==> config.mk <==
export PLATFORM = sky130hd
export DESIGN_NAME = alu_fpga_ctrl
export DESIGN_NICKNAME = d
export VERILOG_FILES = /design/src/rtl/alu_fpga_pkg.sv /design/src/rtl/cpu_types_pkg.sv /design/src/rtl/key_debounce.sv /design/src/rtl/alu_fpga_ctrl.sv
export SDC_FILE = /design/constraint.sdc
export NUM_CORES = 1
export LEC_CHECK = 0
export CAP_MARGIN = 20
export CELL_PAD_IN_SITES_DETAIL_PLACEMENT = 0
export CELL_PAD_IN_SITES_GLOBAL_PLACEMENT = 2
export CORE_MARGIN = 1
export CORE_UTILIZATION = 36
export DETAILED_ROUTE_END_ITERATION = 8
export HOLD_SLACK_MARGIN = 0.05
export MAX_ROUTING_LAYER = met4
export PLACE_DENSITY_LB_ADDON = 0.1
export SLEW_MARGIN = 20
export SYNTH_ARGS = -nofsm -noshare
export SYNTH_HDL_FRONTEND = slang
export SYNTH_HIERARCHICAL = 1
export SYNTH_SLANG_ARGS = --single-unit
==> constraint.sdc <==
create_clock -name CLK -period 6.8 [get_ports CLK]
set_input_delay 0.68 -clock CLK [delete_from_list [all_inputs] [get_ports CLK]]
set_output_delay 0.68 -clock CLK [all_outputs]
set_load 0.01 [all_outputs]
==> src/rtl/alu_fpga_pkg.sv <==
// Shared types and helpers for the FPGA ALU board controller.
package alu_fpga_pkg;

    typedef enum logic [2:0] {
        GET_A  = 3'd0,
        GET_B  = 3'd1,
        GET_OP = 3'd2,
        CALC   = 3'd3,
        SHOW   = 3'd4
    } fsm_state_t;

    localparam logic [6:0] BLANK_7SEG = 7'b1111111;

    // Active-low segment pattern {g,f,e,d,c,b,a} for a hex nibble.
    function automatic logic [6:0] hex7seg(input logic [3:0] nib);
        logic [6:0] seg;
        case (nib)
            4'h0: seg = 7'h40;
            4'h1: seg = 7'h79;
            4'h2: seg = 7'h24;
            4'h3: seg = 7'h30;
            4'h4: seg = 7'h19;
            4'h5: seg = 7'h12;
            4'h6: seg = 7'h02;
            4'h7: seg = 7'h78;
            4'h8: seg = 7'h00;
            4'h9: seg = 7'h10;
            4'hA: seg = 7'h08;
            4'hB: seg = 7'h03;
            4'hC: seg = 7'h46;
            4'hD: seg = 7'h21;
            4'hE: seg = 7'h06;
            default: seg = 7'h0E;
        endcase
        return seg;
    endfunction

endpackage

==> src/rtl/cpu_types_pkg.sv <==
// CPU-wide shared types; the ALU op encoding used by the board controller.
package cpu_types_pkg;

    typedef enum logic [3:0] {
        ALU_ADD = 4'h0,
        ALU_SUB = 4'h1,
        ALU_AND = 4'h2,
        ALU_OR  = 4'h3,
        ALU_XOR = 4'h4,
        ALU_SLT = 4'h5,
        ALU_SLL = 4'h6,
        ALU_SRL = 4'h7
    } aluop_t;

endpackage

==> src/rtl/key_debounce.sv <==
// Push-button conditioner: 2-FF synchroniser plus a counter that accepts a
// level change only after DEBOUNCE_CYCLES consecutive stable samples. Emits a
// single-cycle pulse when a press (low level) is accepted.
module key_debounce #(
    parameter int DEBOUNCE_CYCLES = 500000
) (
    input  logic CLK,
    input  logic RST,
    input  logic key_n,
    output logic press
);

    localparam int CNT_W = $clog2(DEBOUNCE_CYCLES);
    localparam logic [CNT_W-1:0] CNT_MAX = CNT_W'(DEBOUNCE_CYCLES - 1);

    logic             sync1_q, sync1_d;
    logic             sync2_q, sync2_d;
    logic             held_q,  held_d;   // 1 = press accepted, waiting for release
    logic [CNT_W-1:0] cnt_q,   cnt_d;
    logic             press_q, press_d;

    // Count consecutive samples that disagree with the accepted state; flip it at the limit.
    always_comb begin
        sync1_d = key_n;
        sync2_d = sync1_q;
        held_d  = held_q;
        cnt_d   = '0;
        press_d = 1'b0;
        // Active-low key: level differs from accepted state when sync2 equals held.
        if (sync2_q == held_q) begin
            if (cnt_q == CNT_MAX) begin
                held_d  = ~held_q;
                press_d = ~held_q;
            end else begin
                cnt_d = cnt_q + CNT_W'(1);
            end
        end
    end

    // State registers; synchroniser idles high (key released).
    always_ff @(posedge CLK or posedge RST) begin
        if (RST) begin
            sync1_q <= 1'b1;
            sync2_q <= 1'b1;
            held_q  <= 1'b0;
            cnt_q   <= '0;
            press_q <= 1'b0;
        end else begin
            sync1_q <= sync1_d;
            sync2_q <= sync2_d;
            held_q  <= held_d;
            cnt_q   <= cnt_d;
            press_q <= press_d;
        end
    end

    assign press = press_q;

endmodule

==> src/rtl/alu_fpga_ctrl.sv <==
// Board-level ALU exerciser: debounced keys drive an operand/op entry FSM,
// the ALU result is captured, and a paged hex display shows the live switch
// value during entry or the captured result afterwards.
module alu_fpga_ctrl
    import alu_fpga_pkg::*;
    import cpu_types_pkg::*;
#(
    parameter int DATA_W          = 32,
    parameter int SW_W            = 16,
    parameter int NUM_DIGITS      = 4,
    parameter int DEBOUNCE_CYCLES = 500000
) (
    input  logic                    CLK,
    input  logic                    RST,
    input  logic [3:0]              key_n,
    input  logic [SW_W-1:0]         sw_data,
    input  logic [DATA_W-1:0]       alu_out,
    input  logic [2:0]              alu_flags,
    output logic [DATA_W-1:0]       alu_a,
    output logic [DATA_W-1:0]       alu_b,
    output logic [3:0]              alu_op,
    output logic [DATA_W-1:0]       result,
    output logic [2:0]              flags,
    output logic [3:0]              state_led,
    output logic                    ext_led,
    output logic [7*NUM_DIGITS-1:0] hex
);

    localparam int PAGES  = DATA_W / (4 * NUM_DIGITS);
    localparam int PAGE_W = (PAGES > 1) ? $clog2(PAGES) : 1;
    localparam logic [PAGE_W-1:0] PAGE_LAST = PAGE_W'(PAGES - 1);

    logic [3:0] press;
    logic       enter_p, clear_p, page_p, ext_p;

    for (genvar k = 0; k < 4; k++) begin : g_key
        key_debounce #(.DEBOUNCE_CYCLES(DEBOUNCE_CYCLES)) u_key (
            .CLK   (CLK),
            .RST   (RST),
            .key_n (key_n[k]),
            .press (press[k])
        );
    end

    assign enter_p = press[0];
    assign clear_p = press[1];
    assign page_p  = press[2];
    assign ext_p   = press[3];

    fsm_state_t              state_q, state_d;
    logic [DATA_W-1:0]       alu_a_q, alu_a_d;
    logic [DATA_W-1:0]       alu_b_q, alu_b_d;
    aluop_t                  alu_op_q, alu_op_d;
    logic [DATA_W-1:0]       result_q, result_d;
    logic [2:0]              flags_q, flags_d;
    logic [PAGE_W-1:0]       page_q, page_d;
    logic                    ext_mode_q, ext_mode_d;
    logic [3:0]              state_led_q, state_led_d;
    logic [7*NUM_DIGITS-1:0] hex_q, hex_d;
    logic [DATA_W-1:0]       ext_val;
    logic [DATA_W-1:0]       disp;

    // Switch value widened to the datapath, sign or zero filled by ext_mode.
    always_comb begin
        ext_val = {{(DATA_W-SW_W){ext_mode_q & sw_data[SW_W-1]}}, sw_data};
    end

    // Entry FSM next state, operand capture and page counter; clear beats enter beats page.
    always_comb begin
        state_d    = state_q;
        alu_a_d    = alu_a_q;
        alu_b_d    = alu_b_q;
        alu_op_d   = alu_op_q;
        result_d   = result_q;
        flags_d    = flags_q;
        page_d     = page_q;
        ext_mode_d = ext_mode_q ^ ext_p;

        if (clear_p) begin
            state_d  = GET_A;
            alu_a_d  = '0;
            alu_b_d  = '0;
            alu_op_d = ALU_ADD;
            result_d = '0;
            flags_d  = '0;
        end else begin
            case (state_q)
                GET_A:  if (enter_p) begin state_d = GET_B;  alu_a_d = ext_val; end
                GET_B:  if (enter_p) begin state_d = GET_OP; alu_b_d = ext_val; end
                GET_OP: if (enter_p) begin state_d = CALC;   alu_op_d = aluop_t'(sw_data[3:0]); end
                CALC: begin
                    // ALU inputs were frozen on the previous edge; sample its output now.
                    state_d  = SHOW;
                    result_d = alu_out;
                    flags_d  = alu_flags;
                end
                SHOW:   if (enter_p) state_d = GET_A;
                default: state_d = GET_A;
            endcase
        end

        if (clear_p || (state_d != state_q)) begin
            page_d = '0;
        end else if (page_p) begin
            page_d = (page_q == PAGE_LAST) ? '0 : page_q + PAGE_W'(1);
        end

        case (state_d)
            GET_A:   state_led_d = 4'b0001;
            GET_B:   state_led_d = 4'b0010;
            GET_OP:  state_led_d = 4'b0100;
            SHOW:    state_led_d = 4'b1000;
            default: state_led_d = 4'b0000;
        endcase
    end

    // Paged digit decode of the current display value; registered below.
    always_comb begin
        disp  = (state_q == SHOW) ? result_q : ext_val;
        hex_d = '0;
        for (int i = 0; i < NUM_DIGITS; i++) begin
            hex_d[i*7 +: 7] = hex7seg(disp[(int'(page_q) * NUM_DIGITS + i) * 4 +: 4]);
        end
    end

    // All controller state and registered outputs.
    always_ff @(posedge CLK or posedge RST) begin
        if (RST) begin
            state_q     <= GET_A;
            alu_a_q     <= '0;
            alu_b_q     <= '0;
            alu_op_q    <= ALU_ADD;
            result_q    <= '0;
            flags_q     <= '0;
            page_q      <= '0;
            ext_mode_q  <= 1'b1;
            state_led_q <= 4'b0001;
            hex_q       <= {NUM_DIGITS{BLANK_7SEG}};
        end else begin
            state_q     <= state_d;
            alu_a_q     <= alu_a_d;
            alu_b_q     <= alu_b_d;
            alu_op_q    <= alu_op_d;
            result_q    <= result_d;
            flags_q     <= flags_d;
            page_q      <= page_d;
            ext_mode_q  <= ext_mode_d;
            state_led_q <= state_led_d;
            hex_q       <= hex_d;
        end
    end

    assign alu_a     = alu_a_q;
    assign alu_b     = alu_b_q;
    assign alu_op    = alu_op_q;
    assign result    = result_q;
    assign flags     = flags_q;
    assign state_led = state_led_q;
    assign ext_led   = ext_mode_q;
    assign hex       = hex_q;

endmodule

# --- After elaboration in Yosys (flattened, before gate mapping) ---
# Memories as Yosys holds them, arrays and structs flattened. A register that Yosys moved wholly into a read port is not among the register bits.
# Cells that the tools add are included.
totals:
  ff_bits: 204
  latch_bits: 0
  ramBits: 0
  rom_bits: 448
  out_inout_bits: 136
  n_memories: 4
mem_list:
  columns: ["name", "depth", "word_bits", "read_ports", "rd_ports_with_merged_regs", "wr", "line", "text"]
  rows:
  - ["(no name shown)", 16, 7, 1, 1, 0, "alu_fpga_pkg.sv:17", "case (nib)"]
  - ["(no name shown)", 16, 7, 1, 1, 0, "alu_fpga_pkg.sv:17", null]
  - ["(no name shown)", 16, 7, 1, 1, 0, "alu_fpga_pkg.sv:17", null]
  - ["(no name shown)", 16, 7, 1, 1, 0, "alu_fpga_pkg.sv:17", null]
classes:
  add_sub_neg: 8
  multipliers: 0
  div_mod_pow: 0
  order_cmp: 0
  eq_ne: 16
  n_shift: 4
  mux: 39
  bitwise: 6
  reduce_logical: 16
ops:
  columns: ["op", "count"]
  rows:
  - ["$mux 32", 8]
  - ["$mux 19", 8]
  - ["$shiftx 32x7->4", 3]
  - ["$add 19x1->19 const B", 4]
  - ["$eq 19x19->1 const B", 4]
  - ["$shiftx 32x6->4", 1]
  - ["$mux 3", 7]
  - ["$pmux 4 s4", 1]
  - ["$pmux 3 s5", 1]
  - ["$reduce_and 2->1", 7]
  - ["$mux 4", 3]
  - ["$reduce_bool 2->1", 6]
  - ["$mux 1", 11]
  - ["$eq 3x2->1 const B", 3]
  - ["$add 3x2->4 const B", 2]
  - ["$eq 3x1->1 const B", 2]
  - ["$eq 3x3->1 const B", 2]
  - ["$logic_not 3->1", 2]
  - ["$add 3x1->4 const B", 1]
  - ["$eq 1x1->1", 4]
  - ["$not 1->1", 4]
  - ["$ne 3x3->1", 1]
  - ["$add 1x1->1 const B", 1]
  - ["$and 1x1->1", 1]
  - ["2 further kinds", 2]

# --- Longest topological paths before layout ---
logic_depth:
  word_depth: 6
  ltp_mapped: 10

# --- Modules after synthesis ---
# Netlist, hierarchy kept.
modules_own_cells:
  columns: ["module", "instances", "cells_per_inst", "area_each_um2", "seq_area_each_um2"]
  rows:
  - ["alu_fpga_ctrl", 1, 539, 5556.6, 2790.2]
  - ["key_debounce", 4, 108, 1137.3, 578.1]

# --- Least setup slack after synthesis ---
# No wires, ideal clock.
synth_timing:
  kind: "register -> register"
  startpoint: "register state_q[0]"
  endpoint: "register hex_q[21] (netlist: hex[21])"
  setup_time_ns: 0.082
  arrival_time_ns: 2.262
  required_time_ns: 6.718
  path_slack_ns: 4.456
  path_stages_with_launch: 10
  path_buffers: 2
  period_less_slack_ns: 2.344
  cell_sequence: "dfrtp_1 nor3b_4 buf_4 buf_2 a21oi_1 a22oi_1 inv_1 ha_1 and3_1 a211o_1"
synth_via:
  elab_chain_len: 3
synth_lines:
  columns: ["item", "line", "text"]
  rows:
  - ["from (decl)", "alu_fpga_ctrl.sv:50", "fsm_state_t state_q, state_d;"]
  - ["from (signal assigned)", "alu_fpga_ctrl.sv:140", "state_q <= state_d;"]
  - ["$eq 3x3->1", "alu_fpga_ctrl.sv:119", "disp = (state_q == SHOW) ? result_q : ext_val;"]
  - ["$mux 32", "alu_fpga_ctrl.sv:119", null]
  - ["$shiftx 32x7->4", "alu_fpga_ctrl.sv:122", "hex_d[i*7 +: 7] = hex7seg(disp[(int'(page_q) * NUM_DIGITS + i) * 4 +: 4]);"]
  - ["to (decl)", "alu_fpga_ctrl.sv:59", "logic [7*NUM_DIGITS-1:0] hex_q, hex_d;"]
# Every way passes these cells.
# A chain may end at the register's enable or synchronous reset.

# --- Final worst setup path ---
layout_timing:
  startpoint: "register state_q[0]"
  endpoint: "register hex_q[14] (netlist: hex[14])"
# Same word-level chain as after synthesis.

==> impl_metrics.ini <==
[routing]
drt_first_iter_violations = 450
dr_total_vias = 7586
drc = 0
ant_nets = 0
totalWireLength_um = 26800
via_per_inst = 4.98
first_pass_iters = 4
wl_per_cell_um = 17.6

[cts]
numClockSinks = 202
cts_buffers = 25
cts_resized = 0
clock_latency_ns = 0.52
cts_root_buf = clkbuf_16
post-cts-setup-buffers = 0
tritoncts = built
cts_buffer_depth = 3
cts-htree-levels = 1
holdBufCountCts = 0
path_clk_slew_ns = 0.06

[synthesis]
synth-adder-area-share_pct = 3.57
synth_xor_area_share_pct = 6.41
synthArstFlopShare_pct = 100
post-synth-top-area-cell = dfrtp_1
avgSynthCellArea_um2 = 10.4
synth-simple-area-share_pct = 20.1
syn_inst = 971
synth-edff-count = 0
yosysSeqAreaShare_pct = 50.5
synth_top_family_by_area = simple AND/OR/NAND/NOR gates
synth_mux_area_share_pct = 4.52
synthDistinctLibCells = 52
synth_nets = 1056
synth_top_cells_by_area = dfrtp_1, dfstp_2, xnor2_1
synth_compound_area_share_pct = 9.78
ys_ff_latch = 202
synthFlopType = dfrtp_1
yosysWarningCount = 6
yosys.area.top_type_share_pct = 40.6
syn_area_um2 = 10100

[power]
p_leak_nw = 5.61
intPower_mw = 2.22
power_frac_comb_pct = 6.6
power_frac_clock_pct = 49.4
ir_worst_vdd_mv = 0.163
netSwitchingFraction_pct = 22.2
seqPwrFrac_pct = 43.9
power.net_switching_mw = 0.632
cellPowerDensity_nw_per_um2 = 218

[layout]
final_nets = 1217
area_growth_pct = 29.2
drive_gt1_share_pct = 11.0
fin_area_um2 = 13100
fin_cells = 1522
antennaDiodeCount = 0

[setup_path]
arrival_ns = 3.55
required_ns = 7.25
cp.buffers_inverters = 2
crit_chain = or3b_1, a21boi_4, a22o_1, inv_1, ha_1, inv_1, nor3_1, a211o_1
regToRegSetupSlack_ns = 3.70
cp_common_cell = inv_1
cp_top_family = compound AO/OA/AOI/OAI gates
criticalPathCategory = flop to flop
cp_slowest_stage_delay_ns = 0.75
cp-end-kind = flop
slowest_stage = or3b_1
crit_path_start_kind = flop
critPathMaxFanout = 19

[sta]
fmax_ghz = 0.323
worst_pin_slew_ns = 0.922
finalMaxSlewViolations = 0
setup_viol = 0
fin_ws_ns = 3.70
slew_headroom_pct = 38.4
period_minus_slack_ns = 3.10
hold_violations = 0
fin_worst_skew_ns = 0.0137
fin_setup_tns_ns = 0
post-route-period-util_pct = 45.5
rsz0062_at_grt = no

[status]
outcome = finished clean

[floorplanning]
pin_count = 193
start_util_pct = 37.1
die_y_um = 170
core_area_um2 = 27300
dieWidth_um = 170
rows = 60
die_area_um2 = 28700

[place]
hpwlAfterDp_um = 18800
pre_cts_ws_ns = 3.43
port_buffers = 192
globalplace.congestion = 0.798
placed_cells = 1475
placed_cell_area_um2 = 12200

[global_route]
grt_max_degree = 66
grt_overflow = 0
grt.total_usage_pct = 19.4
grt_pass1_wl_um = 42800
antenna_found_initial = 0
grt_pass1_vias = 7482

[run]
max-cap-violations = 0

[hold_path]
hold_path.class = flop to flop
[through the flow]
step	total power [mW]	hold WS, ns	util, %
3_3_place_gp	1.46	0.345	44.6
6_report	2.85	0.354	47.9
2_1_floorplan	1.36	0.345	-
4_1_cts	2.90	0.355	47.9
5_1_grt	2.97	0.360	47.9
3_5_place_dp	1.46	0.347	44.6
[cell usage after synthesis, types with 3 or more instances]
cell type and instances:
nand2_1 113, nand4_4 4, and3_2 4, nand4b_1 4
nor2_1 101, nand4_2 4, dfrtp_1 164, nor4_4 4
and4bb_2 4, clkbuf_1 23, o21ai_2 4, inv_1 29
xnor2_1 61, nand2b_1 3, mux2i_1 40, nand3_1 32
nor2b_1 4, and2_1 3, nor3_1 28, dfstp_2 38
ha_1 28, o22ai_1 6, a22o_1 46, and3_1 12
nand4_1 12, xor2_1 13, nor4_1 23, nor4bb_1 6
a21oi_1 52, or3_1 3, buf_2 6, a22oi_1 6
o21ai_0 20, nor4_2 4, buf_4 39, or4_1 5
[area by class of cell]
cell class	instances	area (um2)
fill	2575	14200
sequential	202	5100
multi-input combinational	672	4500
timing repair buffer	202	1990
clock buffer	36	727
tap	372	465
clock inverter	9	150
inverter	29	111
[cell usage in the layout, fill, tap and decap left out, types with 5 or more instances in the layout]
cell             synthesis  final
nor4bb_1                 6      6
clkbuf_8                 0      6
and3_1                  12     12
dfstp_2                 38     38
o21ai_0                 20     20
a22oi_1                  6      6
mux2i_1                 40     40
xnor2_1                 61     61
ha_1                    28     28
clkdlybuf4s50_1          0    192
o22ai_1                  6      6
a21oi_1                 52     52
nor4_1                  23     23
or4_1                    5      5
nand4_1                 12     12
nor3_1                  28     26
clkbuf_1                23      5
clkbuf_16                0     25
buf_4                   39      8
a22o_1                  46     46
dfrtp_1                164    164
inv_1                   29     28
nor2_1                 101    100
nand2_1                113    113
nand3_1                 32     32
xor2_1                  13     13
[path summary, 6_finish.rpt]
check | startpoint | to | depth (start not counted)
worst max-delay path | state_q[0] | hex[14] | 8
worst max register to register | state_q[0] | hex[14] | 8
max in group asynchronous | RST | alu_b[14] | 3
worst min register to register | g_key[2].u_key/sync1_q | g_key[2].u_key/sync2_q | 0
worst min-delay path | g_key[2].u_key/sync1_q | g_key[2].u_key/sync2_q | 0
min in group asynchronous | RST | result[13] | 2
[sequential cells by signal, summed over array words and instances, names as in the netlist]
signal	cells
hex	28
result	32
flags	3
g_key.u_key/cnt_q	76
state_led	4
alu_op	4
alu_a	17
page_q	1
g_key.u_key/sync1_q	4
alu_b	17
g_key.u_key/sync2_q	4
ext_led	1
state_q	3
g_key.u_key/held_q	4
g_key.u_key/press	4
[power groups by stage]
stage | clock network [mW] | logic [mW] | registers (mW)
6_report | 1.41 | 0.189 | 1.25
5_1_grt | 1.50 | 0.209 | 1.25
4_1_cts | 1.45 | 0.193 | 1.25
3_5_place_dp | 0 | 0.192 | 1.27
3_3_place_gp | 0 | 0.193 | 1.27
2_1_floorplan | 0 | 0.0871 | 1.28
[kinds of logic after synthesis]
logic type,count (synthesis)
adders and majority gates,29
xor gates and xnor gates,74
DFF,202
buffers and inverters,97
AOI/OAI and AO/OA,145
and+or+nand+nor,381
muxes,43
[metal layers]
layer	GRT usage (%)	up-vias	part of all wire, %
met5	-	-	0
met4	4.23	0	1.5
met3	3.29	31	5.2
met2	30.2	157	46
met1	26.5	3706	47
li1	-	3692	-
Power figures use the tool's default switching activity.
